==> config.mk <==
export PLATFORM = sky130hd
export DESIGN_NAME = canal_cfg_ctrl
export DESIGN_NICKNAME = d
export VERILOG_FILES = /design/src/rtl/canal_pkg.sv /design/src/rtl/canal_cfg_sanitize.sv /design/src/rtl/canal_cfg_ctrl.sv
export SDC_FILE = /design/constraint.sdc
export NUM_CORES = 1
export LEC_CHECK = 0
export CORE_UTILIZATION = 25
export CTS_CLUSTER_SIZE = 10
export DETAILED_ROUTE_END_ITERATION = 10
export HOLD_SLACK_MARGIN = 0.03
export PLACE_DENSITY = 0.42
export SLEW_MARGIN = 0
export SYNTH_ARGS = -nofsm -noshare
export SYNTH_HDL_FRONTEND = slang
export SYNTH_HIERARCHICAL = 1
export SYNTH_SLANG_ARGS = --single-unit
==> constraint.sdc <==
create_clock -name clock -period 2.14 [get_ports clock]
set_input_delay 0.321 -clock clock [delete_from_list [all_inputs] [get_ports clock]]
set_output_delay 0.321 -clock clock [all_outputs]
set_load 0.05 [all_outputs]
==> src/rtl/canal_pkg.sv <==
`default_nettype none
// ============================================================================
// Module  : canal_pkg
// Purpose : Shared types and constants for the audio channel configuration
//           sequencer (FSM state encoding, configuration record, limits and
//           reset defaults).
// Revision: 1.0 - initial release
// ============================================================================
package canal_pkg;

  // Legal range limits for the channel settings
  localparam int NQUANT_MAX = 18;
  localparam int NQUANT_MIN = 1;
  localparam int NFREQ_MIN  = 1;

  // Reset-default live configuration
  localparam logic [3:0] SWITCHES_RST = 4'b0000;
  localparam logic [3:0] NFREQ_RST    = 4'd1;
  localparam logic [4:0] NQUANT_RST   = 5'd18;

  typedef enum logic [1:0] {
    IDLE    = 2'd0,
    MUTE_IN = 2'd1,
    APPLY   = 2'd2,
    SETTLE  = 2'd3
  } state_t;

  typedef struct packed {
    logic [3:0] switches;
    logic [3:0] nfreq;
    logic [4:0] nquant;
  } cfg_t;

  localparam cfg_t CFG_RST = '{switches: SWITCHES_RST,
                               nfreq:    NFREQ_RST,
                               nquant:   NQUANT_RST};

endpackage
`default_nettype wire

==> src/rtl/canal_cfg_sanitize.sv <==
`default_nettype none
// ============================================================================
// Module  : canal_cfg_sanitize
// Purpose : Combinational clamp of a requested channel configuration into the
//           legal range: Nfreq 0 -> 1, Nquant 0 -> 1, Nquant > 18 -> 18,
//           switches passed through untouched.
// Ports   : cfg_i  - requested configuration
//           cfg_o  - sanitized configuration
//           err_o  - request needed clamping (only with CANAL_CFG_ERR_EN)
// Options : CANAL_CFG_ERR_EN - adds the err_o flag
// Revision: 1.0 - initial release
// ============================================================================
module canal_cfg_sanitize
  import canal_pkg::*;
(
  input  cfg_t cfg_i,
  output cfg_t cfg_o
`ifdef CANAL_CFG_ERR_EN
  ,
  output logic err_o
`endif
);

  logic nfreq_zero;
  logic nquant_zero;
  logic nquant_high;

  assign nfreq_zero  = (cfg_i.nfreq == 4'd0);
  assign nquant_zero = (cfg_i.nquant == 5'd0);
  assign nquant_high = (cfg_i.nquant > 5'(NQUANT_MAX));

  always_comb begin
    cfg_o = cfg_i;
    if (nfreq_zero) begin
      cfg_o.nfreq = 4'(NFREQ_MIN);
    end
    if (nquant_zero) begin
      cfg_o.nquant = 5'(NQUANT_MIN);
    end else if (nquant_high) begin
      cfg_o.nquant = 5'(NQUANT_MAX);
    end
  end

`ifdef CANAL_CFG_ERR_EN
  assign err_o = nfreq_zero | nquant_zero | nquant_high;
`endif

endmodule
`default_nettype wire

==> src/rtl/canal_cfg_ctrl.sv <==
`default_nettype none
// ============================================================================
// Module  : canal_cfg_ctrl
// Purpose : Configuration sequencer for one audio channel. New settings are
//           applied only at sample boundaries: mute for MUTE_SAMPLES strobes,
//           commit in one cycle, hold mute for SETTLE_SAMPLES strobes while
//           the filter history flushes, then release and acknowledge.
// Ports   : clock, reset        - master clock, synchronous active-high reset
//           data_en             - 1-cycle sample strobe (48 kHz)
//           cfg_load            - 1-cycle request to apply req_*
//           req_switches/Nfreq/Nquant - requested configuration
//           switches/Nfreq/Nquant     - live configuration to the channel
//           mute                - downstream forces data_out to 0
//           busy                - a sequence is in progress
//           cfg_ack             - 1-cycle pulse when a sequence completes
//           cfg_err             - sticky error flag (CANAL_CFG_ERR_EN only)
// Options : CANAL_CFG_ERR_EN - adds cfg_err (clamped request or overwritten
//           pending request; cleared by reset or a load accepted in IDLE)
// Revision: 1.0 - initial release
// ============================================================================
module canal_cfg_ctrl
  import canal_pkg::*;
#(
  parameter int MUTE_SAMPLES   = 8,
  parameter int SETTLE_SAMPLES = 64
) (
  input  logic       clock,
  input  logic       reset,
  input  logic       data_en,
  input  logic       cfg_load,
  input  logic [3:0] req_switches,
  input  logic [3:0] req_Nfreq,
  input  logic [4:0] req_Nquant,
  output logic [3:0] switches,
  output logic [3:0] Nfreq,
  output logic [4:0] Nquant,
  output logic       mute,
  output logic       busy,
  output logic       cfg_ack
`ifdef CANAL_CFG_ERR_EN
  ,
  output logic       cfg_err
`endif
);

  localparam int CNT_MAX = (MUTE_SAMPLES > SETTLE_SAMPLES) ? MUTE_SAMPLES : SETTLE_SAMPLES;
  localparam int CNT_W   = $clog2(CNT_MAX + 1);

  localparam logic [CNT_W-1:0] CNT_MUTE   = CNT_W'(MUTE_SAMPLES);
  localparam logic [CNT_W-1:0] CNT_SETTLE = CNT_W'(SETTLE_SAMPLES);
  localparam logic [CNT_W-1:0] CNT_ONE    = CNT_W'(1);

  state_t           state_q;
  logic [CNT_W-1:0] cnt_q;
  cfg_t             live_q;
  cfg_t             shadow_q;
  cfg_t             pend_cfg_q;
  logic             pend_vld_q;
  logic             mute_q;
  logic             busy_q;
  logic             ack_q;

  cfg_t             req_cfg;
  cfg_t             san_cfg;
  logic             settle_done;
  logic             direct_restart;

  assign req_cfg = '{switches: req_switches, nfreq: req_Nfreq, nquant: req_Nquant};

`ifdef CANAL_CFG_ERR_EN
  logic san_err;
  logic err_q;

  canal_cfg_sanitize u_sanitize (
    .cfg_i (req_cfg),
    .cfg_o (san_cfg),
    .err_o (san_err)
  );
`else
  canal_cfg_sanitize u_sanitize (
    .cfg_i (req_cfg),
    .cfg_o (san_cfg)
  );
`endif

  // Settle ends on the strobe that brings the count to zero. The count can
  // already be zero on entry when SETTLE_SAMPLES=1 and a strobe hit APPLY.
  assign settle_done = (state_q == SETTLE) &&
                       ((cnt_q == '0) || (data_en && (cnt_q == CNT_ONE)));

  // A load landing exactly on a pending-free completion starts the next
  // sequence directly instead of being parked in the pending slot.
  assign direct_restart = settle_done && !pend_vld_q && cfg_load;

  always_ff @(posedge clock) begin
    if (reset) begin
      state_q    <= IDLE;
      cnt_q      <= '0;
      live_q     <= CFG_RST;
      shadow_q   <= CFG_RST;
      pend_cfg_q <= CFG_RST;
      pend_vld_q <= 1'b0;
      mute_q     <= 1'b0;
      busy_q     <= 1'b0;
      ack_q      <= 1'b0;
    end else begin
      ack_q <= 1'b0;

      case (state_q)
        IDLE: begin
          // A strobe coincident with the load is deliberately not counted
          if (cfg_load) begin
            shadow_q <= san_cfg;
            cnt_q    <= CNT_MUTE;
            mute_q   <= 1'b1;
            busy_q   <= 1'b1;
            state_q  <= MUTE_IN;
          end
        end

        MUTE_IN: begin
          if (data_en) begin
            cnt_q <= cnt_q - CNT_ONE;
            if (cnt_q == CNT_ONE) begin
              state_q <= APPLY;
            end
          end
        end

        APPLY: begin
          live_q  <= shadow_q;
          // A strobe during the commit cycle already counts toward settling
          cnt_q   <= data_en ? (CNT_SETTLE - CNT_ONE) : CNT_SETTLE;
          state_q <= SETTLE;
        end

        SETTLE: begin
          if (settle_done) begin
            ack_q <= 1'b1;
            if (pend_vld_q) begin
              shadow_q   <= pend_cfg_q;
              pend_vld_q <= 1'b0;
              cnt_q      <= CNT_MUTE;
              state_q    <= MUTE_IN;
            end else if (cfg_load) begin
              shadow_q <= san_cfg;
              cnt_q    <= CNT_MUTE;
              state_q  <= MUTE_IN;
            end else begin
              cnt_q   <= '0;
              mute_q  <= 1'b0;
              busy_q  <= 1'b0;
              state_q <= IDLE;
            end
          end else if (data_en) begin
            cnt_q <= cnt_q - CNT_ONE;
          end
        end

        default: begin
          state_q <= IDLE;
        end
      endcase

      // Loads while busy park in the single pending slot, last one wins.
      // Placed after the FSM so a load in the consume cycle refills the slot.
      if (cfg_load && (state_q != IDLE) && !direct_restart) begin
        pend_cfg_q <= san_cfg;
        pend_vld_q <= 1'b1;
      end
    end
  end

`ifdef CANAL_CFG_ERR_EN
  always_ff @(posedge clock) begin
    if (reset) begin
      err_q <= 1'b0;
    end else if (cfg_load) begin
      if (state_q == IDLE) begin
        err_q <= san_err;
      end else begin
        // Overwrite: a valid pending entry that is not consumed this cycle
        err_q <= err_q | san_err | (pend_vld_q & ~settle_done);
      end
    end
  end

  assign cfg_err = err_q;
`endif

  assign switches = live_q.switches;
  assign Nfreq    = live_q.nfreq;
  assign Nquant   = live_q.nquant;
  assign mute     = mute_q;
  assign busy     = busy_q;
  assign cfg_ack  = ack_q;

endmodule
`default_nettype wire

==> results of run 1 <==
-- kinds of logic (layout without fill, tap and decap cells) --
family | after synthesis | after routing | synth area share, %
XOR/XNOR | 1 | 1 | 0.329
AO/OA/AOI/OAI | 79 | 79 | 22.5
AND/OR/NAND/NOR | 90 | 90 | 17.8
adder cells (fa/ha/maj) | 8 | 8 | 3.72
flip-flops | 51 | 51 | 38.4
multiplexers | 23 | 23 | 8.65
buffers and inverters | 53 | 90 | 8.56
-- flip-flops by register name, indices dropped and copies added, names as in the netlist --
name / flops
switches: 4
pend_vld_q: 1
Nquant: 5
state_q: 2
cnt_q: 7
busy: 1
cfg_ack: 1
Nfreq: 4
pend_cfg_q: 13
shadow_q: 13
-- synth_stat cells (2+ instances only) --
| library cell | number | area [um^2] |
|---|---|---|
| dfxtp_1 | 51 | 1020 |
| nor2_1 | 32 | 120 |
| mux2i_1 | 23 | 230 |
| clkbuf_1 | 21 | 78.8 |
| inv_1 | 21 | 78.8 |
| o21ai_0 | 16 | 80.1 |
| a21oi_1 | 12 | 60.1 |
| nand2_1 | 11 | 41.3 |
| nand3b_1 | 10 | 75.1 |
| a221oi_1 | 9 | 78.8 |
| nor2b_1 | 8 | 50.1 |
| nor3_1 | 8 | 40.0 |
| ha_1 | 7 | 87.6 |
| a211o_1 | 6 | 52.6 |
| a311oi_1 | 6 | 52.6 |
| a31oi_1 | 6 | 37.5 |
| buf_4 | 5 | 37.5 |
| nand2b_1 | 5 | 31.3 |
| a21o_1 | 3 | 22.5 |
| nor4_1 | 3 | 18.8 |
| o21a_1 | 3 | 22.5 |
| o31ai_1 | 3 | 22.5 |
| or3_1 | 3 | 18.8 |
| a221oi_2 | 2 | 30.0 |
| and2b_2 | 2 | 17.5 |
| buf_1 | 2 | 7.51 |
| buf_2 | 2 | 10.0 |
| nand4_1 | 2 | 12.5 |
| o21bai_1 | 2 | 15.0 |
| o22ai_1 | 2 | 12.5 |
| o41ai_4 | 2 | 55.1 |
-- worst min-delay path by stage --
stage | startpoint | endpoint | cells past startpoint
floorplan | pend_cfg_q[4]$_SDFFE_PP1P_ | pend_cfg_q[4]$_SDFFE_PP1P_ | 1
global placement | pend_cfg_q[1]$_SDFFE_PP1P_ | pend_cfg_q[1]$_SDFFE_PP1P_ | 1
detailed placement | pend_cfg_q[1]$_SDFFE_PP1P_ | pend_cfg_q[1]$_SDFFE_PP1P_ | 1
CTS | pend_cfg_q[1]$_SDFFE_PP1P_ | pend_cfg_q[1]$_SDFFE_PP1P_ | 1
global route | shadow_q[2]$_SDFFE_PP0P_ | shadow_q[2]$_SDFFE_PP0P_ | 2
finish | shadow_q[2]$_SDFFE_PP0P_ | shadow_q[2]$_SDFFE_PP0P_ | 2
-- report_power, final --
part	switching [W]	leakage (nW)	internal [W]
clock	0.000359	0.0548	0.000353
combinational	0.00111	0.818	0.000890
sequential	0.000169	0.417	0.00118
total	0.00164	1.29	0.00242
-- worst min-delay path, delay by kind of cell, from the launching register on --
kind | cells | cell delay (ns)
DFF | 1 | 0.32
buffers and inverters | 1 | 0.06
AOI/OAI and AO/OA | 1 | 0.05
-- stage by stage --
stage	power, W	utilization, %	setup slack, ns
floorplan	0.00268	-	0.0459
CTS	0.00410	32.5	0.0766
detailed placement	0.00338	31.3	-0.0630
global route	0.00437	32.5	0.0506
global placement	0.00338	31.3	-0.0132
finish	0.00406	32.5	0.117
-- per-layer routing --
layer	global-route usage, %	part of all wire [%]	up-vias
met2	19.3	43	41
li1	-	-	1155
met4	2.72	0.56	0
met5	0	0	-
met3	2.37	3.5	2
met1	17.9	53	1051
-- final cells by class --
cell class	count	area [um^2]	share of cell area [%]
multi-input combinational	201	1420	42.2
clock buffer	5	68.8	2.05
tap	136	170	5.07
sequential	51	1020	30.4
timing repair buffer	60	551	16.4
clock inverter	3	46.3	1.38
inverter	22	82.6	2.46
==> metrics.md, run 1 <==
| Metric | Value |
|---|---|
| WP depth | 6 |
| Final setup fails | 0 |
| Die X | 105 um |
| Final period utilization | 94.5% |
| Predominant post-synthesis flop cell | dfxtp_1 |
| Leakage power total | 1.29 nW |
| CP endpoint | pend_cfg_q[5]$_SDFFE_PP1P_ |
| Layout area overhead | 26.1% |
| CP max stage delay | 0.51 ns |
| Post CTS Setup Buffer Count | 0 |
| Post-synthesis sequential area ratio | 38.4% |
| Critical Path RT | 2.35 ns |
| Internal reg-to-reg setup slack | 0.12 ns |
| RR Startpoint | cnt_q[2]$_SDFFE_PP0N_ |
| Outcome | complete, no violations |
| FF-to-FF path depth | 6 |
| Cts repair resizes | 0 |
| Drt pass-1 iters | 4 |
| Unrepaired setup endpoints after global routing | false |
| IO Port Bufs | 32 |
| Htree depth | 2 |
| Die area | 11100 um^2 |
| Fillers | 1098 |
| Post-DP Area | 3240 um^2 |
| CORE AREA | 10300 um^2 |
| Cells after synthesis | 305 |
| Synthesis Warnings | 6 |
| TNS Setup | 0 ns |
| Rows | 37 |
| Share of post-route cells with drive strength above 1 | 14.6% |
| Non-Filler Instances | 478 |
| CP max FO | 17 |
| Vias in the first global route | 2235 |
| Post-layout min period | a little over 2 ns |
| HP Class | flip-flop to flip-flop |
| Hold Fails Final Rpt | 0 |
| Pins over their slew limit | 0 |
| Clk sinks | ~50 |
| DR WL/cell | approximately 14 um |
| Vias | 2249 |
| FF-to-FF End | pend_cfg_q[5]$_SDFFE_PP1P_ |
| Slew @ Worst Pin | approximately 0.57 ns |
| Crit-path cells | or4_1, buf_4, o41ai_4, buf_12, nor2_1, a211o_1 |
| Fin area | between 3000 and 4000 um^2 |
| Starting density of the core | 25.8% |
| EDFF count, synth | 0 |
| DRC violations left | 0 |
| Routed wire length | 6.62 mm |
| Mapped cell area | ~2700 um^2 |
| Post-DRT Antenna Nets | 0 |
| Clk buf depth | 2 |
| Pin count of the biggest net entering global routing | 30 |
| Yosys reg bits | 51 |
| Setup crit start | cnt_q[2]$_SDFFE_PP0N_ |
| CP bufs+invs | 2 |
| All-Layer GR Usage | between 10 and 15% |
| Max_cap viols | 0 |
| Number of DRC markers in iteration 0 | 71 |
| Post-synth ARST share | 0% |
| Peak supply drop | 0.482 mV |
| Worst Skew | 0.00593 ns |
| Most frequent cells in the layout | dfxtp_1, nor2_1, clkdlybuf4s50_1 |
| Avg Inst Size Synth | just under 9 um^2 |
| Most common cell after layout, fill and taps aside | dfxtp_1 |
| Nets | 365 |
| Setup CP Type | flip-flop to flip-flop |
| Hold Slack | between 0.4 and 0.5 ns |
| Slowest CP cell | or4_1 |
| Die Height | between 100 and 150 um |
| Crit-path leading delay family | compound AO/OA/AOI/OAI gates |
| Max Fclk | between 400 and 500 MHz |
| Cell total after placement | 470 |
| Post-Syn Nets | 329 |
| I/O pin total | 33 |
| GP Congestion | 0.763 |
| Post-DP HPWL | around 4.7 mm |
| Clk_lat worst skew | 0.31 ns |
| P per Cell Area | 1210 nW/um^2 |
| First-pass GRT wire length | 11.2 mm |
| CTS tree | done |
| Netlist cell types | 48 |
| Vias per inst | 4.71 |
| GR Overflow Total | 0 |
| CTS Hold Buffers Added | 0 |
| CTS buffer count | 5 |
| Root buffer cell | clkbuf_8 |
| Startpoint types | flip-flop |
| Clock Pin Slew Worst Setup and Hold Paths | roughly 0.10 ns |
| Worst slew margin | 62.3% |
| Worst Setup End Kind | flip-flop |
| Initial antenna violation count | 0 |
| ANT cells | 0 |
| Crit path DAT | approximately 2.2 ns |
Power figures use the tool's default switching activity.
==> run 2: changes to the inputs <==
Settings changed: TNS_END_PERCENT set to 5.
==> results of run 2 <==
Same layout as run 1: the final DEF is identical, and so are final timing and power.
==> run 3: changes to the inputs <==
Settings changed: SLEW_MARGIN 0 to unset.
==> results of run 3 <==
Same layout as run 1: the final DEF is identical, and so are final timing and power.
